**src/rtl/dmem_loader_pkg.sv**
```systemverilog
// dmem_loader_pkg: shared widths and loader state encodings
package dmem_loader_pkg;
  localparam int DMEM_DATA_W = 32;
  localparam int DMEM_ADDR_W = 16;
  localparam logic [1:0] LD_IDLE   = 2'd0;
  localparam logic [1:0] LD_RECV   = 2'd1;
  localparam logic [1:0] LD_WRITE  = 2'd2;
  localparam logic [1:0] LD_FINISH = 2'd3;
  typedef enum logic [1:0] {
    IDLE   = LD_IDLE,
    RECV   = LD_RECV,
    WRITE  = LD_WRITE,
    FINISH = LD_FINISH
  } loader_state_t;
endpackage

```
**src/rtl/dmem_loader_if.sv**
```systemverilog
// dmem_loader_if: byte-stream handshake plus dmem write port
interface dmem_loader_if #(
  parameter int DATA_W = dmem_loader_pkg::DMEM_DATA_W,
  parameter int ADDR_W = dmem_loader_pkg::DMEM_ADDR_W
);
  logic              byte_valid;
  logic [7:0]        byte_data;
  logic              byte_ready;
  logic [ADDR_W-1:0] mem_a;
  logic [DATA_W-1:0] mem_wd;
  logic              mem_we;
  modport master (
    input  byte_valid, byte_data,
    output byte_ready, mem_a, mem_wd, mem_we
  );
  modport slave (
    output byte_valid, byte_data,
    input  byte_ready, mem_a, mem_wd, mem_we
  );
endinterface

```
**src/rtl/dmem_loader_byte_packer.sv**
```systemverilog
// dmem_loader_byte_packer: big-endian byte-to-word shift register
module dmem_loader_byte_packer #(
  parameter int DATA_W = dmem_loader_pkg::DMEM_DATA_W
) (
  input  logic              clk,
  input  logic              rst_n,
  input  logic              clr,
  input  logic              shift_en,
  input  logic [7:0]        byte_in,
  output logic [DATA_W-1:0] word_out,
  output logic              full
);
  localparam int BYTES_PER_WORD = DATA_W / 8;
  localparam int SW = DATA_W - 8;
  localparam int CW = $clog2(BYTES_PER_WORD + 1);
  logic [SW-1:0] sr;
  logic [CW-1:0] cnt;
  // full flags that the byte on byte_in completes the word shown on word_out
  assign full = cnt == CW'(BYTES_PER_WORD - 1);
  assign word_out = {sr, byte_in};
  // shift earlier bytes toward the MSB lane, wrap the counter on completion
  always_ff @(posedge clk or negedge rst_n)
    if (!rst_n) begin
      sr  <= '0;
      cnt <= '0;
    end else if (clr) begin
      sr  <= '0;
      cnt <= '0;
    end else if (shift_en) begin
      sr  <= SW'({sr, byte_in});
      cnt <= full ? '0 : cnt + CW'(1);
    end
endmodule

```
**src/rtl/dmem_loader.sv**
```systemverilog
// dmem_loader: loads a packed byte stream into dmem while holding the CPU off
module dmem_loader
  import dmem_loader_pkg::*;
#(
  parameter int DATA_W = DMEM_DATA_W,
  parameter int ADDR_W = DMEM_ADDR_W
) (
  input  logic              clk,
  input  logic              rst_n,
  input  logic              start,
  input  logic [ADDR_W-1:0] base_addr,
  input  logic [ADDR_W-1:0] word_count,
  input  logic              abort,
  dmem_loader_if.master     bus,
  output logic              busy,
  output logic              cpu_hold,
  output logic              done
);
  loader_state_t     state;
  logic [ADDR_W-1:0] base, count, idx;
  logic [DATA_W-1:0] word;
  logic              clr, shift_en, full;
  assign shift_en = state == RECV && bus.byte_ready && bus.byte_valid && !abort;
  assign clr = state == IDLE || abort;
  assign cpu_hold = busy;
  dmem_loader_byte_packer #(.DATA_W(DATA_W)) u_packer (
    .clk(clk),
    .rst_n(rst_n),
    .clr(clr),
    .shift_en(shift_en),
    .byte_in(bus.byte_data),
    .word_out(word),
    .full(full)
  );
  // load sequencer; every output is registered so WRITE presents a stable a/wd/we
  always_ff @(posedge clk or negedge rst_n)
    if (!rst_n) begin
      state          <= IDLE;
      base           <= '0;
      count          <= '0;
      idx            <= '0;
      busy           <= 1'b0;
      done           <= 1'b0;
      bus.byte_ready <= 1'b0;
      bus.mem_a      <= '0;
      bus.mem_wd     <= '0;
      bus.mem_we     <= 1'b0;
    end else begin
      bus.mem_we <= 1'b0;
      done       <= 1'b0;
      case (state)
        IDLE: if (start && !abort) begin
          base           <= base_addr;
          count          <= word_count;
          idx            <= '0;
          busy           <= 1'b1;
          state          <= word_count == '0 ? FINISH : RECV;
          done           <= word_count == '0;
          bus.byte_ready <= word_count != '0;
        end
        RECV: if (abort) begin
          state          <= IDLE;
          busy           <= 1'b0;
          bus.byte_ready <= 1'b0;
        end else if (shift_en && full) begin
          state          <= WRITE;
          bus.byte_ready <= 1'b0;
          bus.mem_we     <= 1'b1;
          bus.mem_a      <= base + idx;
          bus.mem_wd     <= word;
        end
        WRITE: begin
          idx <= idx + ADDR_W'(1);
          if (abort) begin
            state <= IDLE;
            busy  <= 1'b0;
          end else if (idx + ADDR_W'(1) == count) begin
            state <= FINISH;
            done  <= 1'b1;
          end else begin
            state          <= RECV;
            bus.byte_ready <= 1'b1;
          end
        end
        FINISH: begin
          state <= IDLE;
          busy  <= 1'b0;
        end
        default: state <= IDLE;
      endcase
    end
endmodule
```
**src/flat_wrapper.sv**
```systemverilog
// flat-port wrapper written by rule: the top's interface ports become plain ports
module dmem_loader_flat import dmem_loader_pkg::*;
#(
  parameter int DATA_W = DMEM_DATA_W,
  parameter int ADDR_W = DMEM_ADDR_W
)
  (clk, rst_n, start, base_addr, word_count, abort, busy, cpu_hold, done, bus_byte_valid, bus_byte_data, bus_byte_ready, bus_mem_a, bus_mem_wd, bus_mem_we);
  dmem_loader_if #(.DATA_W(DATA_W), .ADDR_W(ADDR_W)) bus_i ();
  input  logic clk;
  input  logic rst_n;
  input  logic start;
  input  logic [ADDR_W-1:0] base_addr;
  input  logic [ADDR_W-1:0] word_count;
  input  logic abort;
  output logic busy;
  output logic cpu_hold;
  output logic done;
  input wire logic [$bits(bus_i.byte_valid)-1:0] bus_byte_valid;
  input wire logic [$bits(bus_i.byte_data)-1:0] bus_byte_data;
  output wire logic [$bits(bus_i.byte_ready)-1:0] bus_byte_ready;
  output wire logic [$bits(bus_i.mem_a)-1:0] bus_mem_a;
  output wire logic [$bits(bus_i.mem_wd)-1:0] bus_mem_wd;
  output wire logic [$bits(bus_i.mem_we)-1:0] bus_mem_we;
  assign bus_i.byte_valid = bus_byte_valid;
  assign bus_i.byte_data = bus_byte_data;
  assign bus_byte_ready = bus_i.byte_ready;
  assign bus_mem_a = bus_i.mem_a;
  assign bus_mem_wd = bus_i.mem_wd;
  assign bus_mem_we = bus_i.mem_we;
  dmem_loader #(.DATA_W(DATA_W), .ADDR_W(ADDR_W)) u_core (.clk(clk), .rst_n(rst_n), .start(start), .base_addr(base_addr), .word_count(word_count), .abort(abort), .bus(bus_i), .busy(busy), .cpu_hold(cpu_hold), .done(done));
endmodule
```
**config.mk**
```make
export PLATFORM = sky130hd
export DESIGN_NAME = dmem_loader_flat
export DESIGN_NICKNAME = d
export VERILOG_FILES = /design/src/rtl/dmem_loader_pkg.sv /design/src/rtl/dmem_loader_if.sv /design/src/rtl/dmem_loader_byte_packer.sv /design/src/rtl/dmem_loader.sv /design/src/flat_wrapper.sv
export SDC_FILE = /design/constraint.sdc
export NUM_CORES = 1
export LEC_CHECK = 0
export BUFFER_PORTS_ARGS = -buffer_cell sky130_fd_sc_hd__buf_2
export CORE_AREA = 5 5 102 175
export CTS_CLUSTER_DIAMETER = 50
export CTS_CLUSTER_SIZE = 28
export DETAILED_ROUTE_END_ITERATION = 7
export DIE_AREA = 0 0 107 180
export GPL_ROUTABILITY_DRIVEN = 0
export GPL_TIMING_DRIVEN = 1
export HOLD_SLACK_MARGIN = 0.05
export MAX_ROUTING_LAYER = met4
export SLEW_MARGIN = 5
export SYNTH_ARGS = -nofsm -noshare
export SYNTH_HDL_FRONTEND = slang
export SYNTH_SLANG_ARGS = --single-unit
```
**constraint.sdc**
```tcl
create_clock -name clk -period 3.36 [get_ports clk]
set_clock_uncertainty 0.15 [all_clocks]
set_input_delay 0 -clock clk [delete_from_list [all_inputs] [get_ports clk]]
set_output_delay 0 -clock clk [all_outputs]
set_load 0.02 [all_outputs]
```
### Yosys cells after proc, flatten, opt, wreduce, memory -nomap -nowiden

Cells that the tools add are included.

* flip-flop bits (word level): 129
* latch bits: 0
* memory bits (writable): 0
* bits in read-only memories: 0
* bits of input ports: 45
* logic and storage cells: 76
* memories kept: 0

* $add $sub $neg: 3
* multipliers: 0
* div/mod/pow operators: 0
* $lt $le $gt $ge: 0
* eq/ne operators: 10
* shift operators: 0
* muxes and demuxes: 30
* bitwise operators: 1
* reduce and logical (&&, ||, !) cells: 20

Operators with widths (number)
* 24-bit two-way mux: 2
* 16-bit one-hot mux with 2 select lines: 1
* 16-bit by 1-bit adder with 16-bit output (second input constant): 1
* 16-bit adder: 1
* 16-bit == test: 1
* 16-bit logical NOT: 1
* 16-bit two-way mux: 1
* 16-bit nonzero test: 1
* 1-bit two-way mux: 13
* 2-bit two-way mux: 6
* 3-bit two-way mux: 3
* 2-bit one-hot mux with 4 select lines: 1
* 2-bit AND reduction: 4
* 2-bit != test (second input constant): 3
* 1-bit one-hot mux with 3 select lines: 2
* 1-bit logical AND: 5
* 5-bit AND reduction: 1
* 2-bit == test (second input constant): 2
* 2-bit nonzero test: 2
* 3-bit by 1-bit adder with 3-bit output (second input constant): 1
* 3-bit by 2-bit == test with 1-bit output (second input constant): 1
* 3-bit != test (second input constant): 1
* 3-bit AND reduction: 1
* 3-bit nonzero test: 1
* other kinds (8): 8

### Depth between registers and ports, before layout

* depth after elaboration: 8
* gate-level depth with buffers: 10
* mapped depth without buffers: 10

### Hierarchy

Synthesis repeated with hierarchy kept, for this count alone.

* cells, all modules: 721
* area, all modules: 6532.5 um^2

By module, submodules not included
* dmem_loader: instances 1, cells an instance 621, area each 5343.9 um^2, sequential area each 2552.4 um^2
* dmem_loader_byte_packer: instances 1, cells an instance 100, area each 1188.6 um^2, sequential area each 675.6 um^2

### Worst setup path after synthesis

No wires, ideal clock.

* kind: reg2reg
* start: reg u_core.idx[0]
* end: reg u_core.bus.byte_ready
* library setup time: 0.124 ns
* arrival: 2.330 ns
* setup slack: 0.756 ns
* stages on the path, launching flop included: 8
* path buffers: 0
* clock period less this slack: 2.604 ns
* cells stage by stage: dfrtp_1 > ha_1 > and3_1 > nand4_1 > or4_1 > a2111oi_4 > nor3_1 > a211o_1

* word-level cells in the longest chain between the ends: 4

RTL lines
* from (decl): line dmem_loader.sv:20 `logic [ADDR_W-1:0] base, count, idx;`
* from (signal assigned): line dmem_loader.sv:73 `idx <= idx + ADDR_W'(1);`
* 16-bit by 1-bit adder with 16-bit output: line dmem_loader.sv:77 `end else if (idx + ADDR_W'(1) == count) begin`
* 16-bit == test: line dmem_loader.sv:77
* 2-bit != test (no source line)
* 5-bit AND reduction (no source line)
* to (signal assigned): line dmem_loader.sv:64 `bus.byte_ready <= 1'b0;`
* to (signal assigned): line dmem_loader.sv:67 `bus.byte_ready <= 1'b0;`
* to (signal assigned): line dmem_loader.sv:82 `bus.byte_ready <= 1'b1;`
* to (decl): line dmem_loader_if.sv:14 `output byte_ready, mem_a, mem_wd, mem_we`

Every way passes these cells.
A chain may end at the register's enable or synchronous reset.

### Worst setup path after layout

Ends and elaborated chain as after synthesis.

==> flow_summary.json <==
{
  "cts_resized": 0,
  "hold_path_class": "in -> async",
  "drt_wl_total_um": 17000,
  "first_pass_grt_wire_length_um": 27700,
  "crit_arrival_ps": 3050,
  "number_of_global_route_vias_before_repair": 5466,
  "vdd.ir_drop.worst_mv": 0.352,
  "path_clk_slew_ps": 70,
  "critical_path_cell_sequence": "ha_1, and3_1, nand4_1, or4_1, a2111oi_4, nor3_1, a211o_1",
  "synthArstFlopShare": 1.00,
  "finalCritPeriodShare": 0.862,
  "clockRootBuffer": "sky130_fd_sc_hd__clkbuf_16",
  "critPathSlowestCell": "sky130_fd_sc_hd__or4_1",
  "critPathCaptureType": "register",
  "post-cts-setup-buffer-count": 0,
  "synth_flop_cell": "sky130_fd_sc_hd__dfrtp_1",
  "maxcap_violations": 0,
  "worst_skew_pair.late_latency_ps": 420,
  "path_buf_inv": 0,
  "grt_overflow": 0,
  "hold_viol_final": 0,
  "count_of_antenna_violating_nets_left_after_detailed_routing": 0,
  "tightestPinTransition_ps": 1080,
  "remaining_drc_errors": 0,
  "max_freq_mhz": 345,
  "die_area_um2": 19300,
  "yosys.area_share.xor_xnor": 0.0412,
  "synth_top_cell_by_area": "sky130_fd_sc_hd__dfrtp_1",
  "largest_net_degree_at_the_start_of_global_routing": 68,
  "syn-mean-instance-area_um2": 10.1,
  "maxSlewViolCount": 0,
  "grt_antenna_before_repair": 0,
  "pwr-share-seq": 0.378,
  "cp_max_fo": 8,
  "critical_path_class": "reg -> reg",
  "setup_viol": 0,
  "post_synth_mux_area_share": 0.0581,
  "synth_common_cells": "sky130_fd_sc_hd__nand2_1 (147), sky130_fd_sc_hd__dfrtp_1 (129), sky130_fd_sc_hd__o21ai_0 (47)",
  "synth_compound_gate_area_share": 0.155,
  "final.min_clock_period_ps": 2900,
  "routed_via_density": 5.38,
  "tritoncts_num_sinks": 129,
  "status": "finished, final reports clean",
  "relSlewSlack": 0.274,
  "static-leakage-power_nw": 4.03,
  "total_power_w": 0.00545,
  "power_density_nw_per_um2": 672,
  "filler_cell_count_in_the_final_layout": 1489,
  "cts-root-to-sink-buffers": 2,
  "power_report.internal_total_w": 0.00361,
  "ys_seq_elements": 129,
  "globalRouteTotalUtil": 0.188,
  "insertedDiodeCount": 0,
  "design.final.nets": 836,
  "yosys_warnings": 0,
  "leading_cell_types_by_total_area_after_synthesis": "sky130_fd_sc_hd__dfrtp_1 (51%), sky130_fd_sc_hd__nand2_1 (8.7%), sky130_fd_sc_hd__mux2_2 (5.7%)",
  "post_synthesis_instance_area_um2": 6370,
  "rsz0062_at_grt": "no",
  "initial_utilization": 0.391,
  "cts_tree": "yes",
  "detailedRoute.firstPassIterationCount": 4,
  "share_comb_of_total_power": 0.267,
  "synth.lib_cells_used.distinct": 58,
  "syn_nets": 697,
  "place_hpwl_um": 12100,
  "critPathMaxStageDelay_ps": 570,
  "clockPowerShare": 0.355,
  "share_of_post_route_cells_with_drive_strength_above_1": 0.234,
  "netSwitchingPower_w": 0.00185,
  "required_time_of_the_worst_setup_path_ps": 3510,
  "main_combinational_cell_family_by_area_after_synthesis": "simple AND/OR/NAND/NOR gates",
  "critical-path-top-delay-family": "simple AND/OR/NAND/NOR gates",
  "timing.setup.tns_ps": 0,
  "yosysMostFrequentCell": "sky130_fd_sc_hd__nand2_1",
  "die_height_um": 180,
  "netlist_instances": 630,
  "area_delta_synth_final_pct": 27.4,
  "start_kind": "register",
  "detailedRoute.firstIterationViolations": 205,
  "cts_made_buffers": 17,
  "yosys.area.top_type_share": 0.507,
  "row_count": 62,
  "cts_htree_levels": 4,
  "core_area_um2": 16300,
  "vias": 5238,
  "seq_area_frac_synth": 0.507,
  "switching_share_of_total_power": 0.339,
  "number_of_enable_type_register_cells_in_the_synthesized_netlist": 0,
  "io_buffer_count": 97,
  "yosys.area_share.adder": 0.0444,
  "synth_simple_gate_area_share": 0.166,
  "design.portCount": 98,
  "floorplan.die.width_um": 107,
  "route.detailed.wl_per_inst_um": 17.4
}
## layout by cell type, fill, tap and decap left out, types with 3 or more instances in the layout
cell type / instances
sky130_fd_sc_hd__a211o_1: 5
sky130_fd_sc_hd__a211oi_1: 3
sky130_fd_sc_hd__a21o_1: 5
sky130_fd_sc_hd__a21oi_1: 18
sky130_fd_sc_hd__a22o_1: 27
sky130_fd_sc_hd__a31oi_1: 4
sky130_fd_sc_hd__and2_1: 3
sky130_fd_sc_hd__and3_1: 4
sky130_fd_sc_hd__and4_1: 3
sky130_fd_sc_hd__buf_2: 96
sky130_fd_sc_hd__buf_4: 12
sky130_fd_sc_hd__clkbuf_16: 17
sky130_fd_sc_hd__dfrtp_1: 129
sky130_fd_sc_hd__dlygate4sd3_1: 44
sky130_fd_sc_hd__ha_1: 21
sky130_fd_sc_hd__inv_1: 12
sky130_fd_sc_hd__inv_6: 5
sky130_fd_sc_hd__inv_8: 4
sky130_fd_sc_hd__mux2_2: 32
sky130_fd_sc_hd__nand2_1: 147
sky130_fd_sc_hd__nand2b_1: 6
sky130_fd_sc_hd__nand3_1: 12
sky130_fd_sc_hd__nand4_1: 7
sky130_fd_sc_hd__nor2_1: 13
sky130_fd_sc_hd__nor2b_1: 4
sky130_fd_sc_hd__nor3_1: 9
sky130_fd_sc_hd__nor4_1: 6
sky130_fd_sc_hd__o211ai_1: 7
sky130_fd_sc_hd__o21a_1: 4
sky130_fd_sc_hd__o21ai_0: 47
sky130_fd_sc_hd__o31ai_1: 4
sky130_fd_sc_hd__or3_1: 4
sky130_fd_sc_hd__xnor2_1: 14
sky130_fd_sc_hd__xor2_1: 16
## flip-flops by register name, summed over array words and instances, names as in the netlist
signal and count:
u_core.bus.mem_a 16, u_core.bus.mem_we 1, u_core.busy 1, u_core.bus.byte_ready 1
u_core.u_packer.cnt 3, u_core.state 2, u_core.idx 16, u_core.done 1
u_core.bus.mem_wd 32, u_core.u_packer.sr 24, u_core.base 16, u_core.count 16
## worst paths after layout
check	from	endpoint	slack [ps]	cells after the start
max	u_core.idx[0]$_DFFE_PN0P_	u_core.bus.byte_ready$_DFFE_PN0P_	460	7
min	rst_n	u_core.bus.mem_wd[9]$_DFFE_PN0P_	80	2
max reg2reg	u_core.idx[0]$_DFFE_PN0P_	u_core.bus.byte_ready$_DFFE_PN0P_	460	7
min reg2reg	u_core.bus.mem_wd[24]$_DFFE_PN0P_	u_core.bus.mem_wd[24]$_DFFE_PN0P_	320	2
max in group asynchronous	rst_n	u_core.count[10]$_DFFE_PN0P_	2060	3
min in group clk	bus_byte_data[5]	u_core.bus.mem_wd[5]$_DFFE_PN0P_	170	4
## routing by layer
metal / wire, um / vias to the layer above / global-route usage / part of all wire
met5: 0 / - / - / 0
met4: 627 / 0 / 0.0917 / 0.037
met3: 632 / 43 / 0.0355 / 0.037
met2: 9330 / 133 / 0.331 / 0.55
met1: 6390 / 2547 / 0.197 / 0.38
li1: - / 2515 / - / -
## kinds of logic (layout without fill, tap and decap cells)
family                   count (synthesis)  count (layout)
XOR/XNOR                                30              30
AND/OR/NAND/NOR                        229             229
flip-flops                             129             129
AO/OA/AOI/OAI                          143             143
buffers and inverters                   44             196
adder cells (fa/ha/maj)                 22              22
multiplexers                            33              33
## stage by stage
step | setup slack (ps) | instances | cell area, um^2 | utilization | hold slack [ps]
finish | 462 | 974 | 8110 | 0.498 | 83.6
global route | 326 | 974 | 8110 | 0.498 | 161
CTS | 447 | 974 | 8110 | 0.498 | 103
global placement | 590 | 898 | 7060 | 0.433 | -0.763
detailed placement | 456 | 898 | 7060 | 0.433 | 20.7
floorplan | 756 | 630 | 6370 | - | -446
## final cells by class
| type | instances | area, um^2 | area share |
|---|---|---|---|
| Sequential cell | 129 | 3230 | 0.398 |
| Multi-Input combinational cell | 457 | 2970 | 0.367 |
| Timing Repair Buffer | 152 | 1010 | 0.125 |
| Clock buffer | 17 | 425 | 0.0524 |
| Tap cell | 192 | 240 | 0.0296 |
| Clock inverter | 15 | 190 | 0.0234 |
| Inverter | 12 | 45.0 | 0.00555 |
## power groups by stage
stage | registers, W | logic (W) | clock network (W)
6_report | 0.00206 | 0.00145 | 0.00194
5_1_grt | 0.00209 | 0.00162 | 0.00205
4_1_cts | 0.00207 | 0.00147 | 0.00197
3_5_place_dp | 0.00209 | 0.00142 | 0
3_3_place_gp | 0.00208 | 0.00139 | 0
2_1_floorplan | 0.00198 | 0.00106 | 0
## timing repair
action	4_1_cts	5_1_grt
hold buffers	44	0
endpoints found under the hold margin	118	0
setup endpoints to repair	0	0
(Power assumes the default switching activity.)
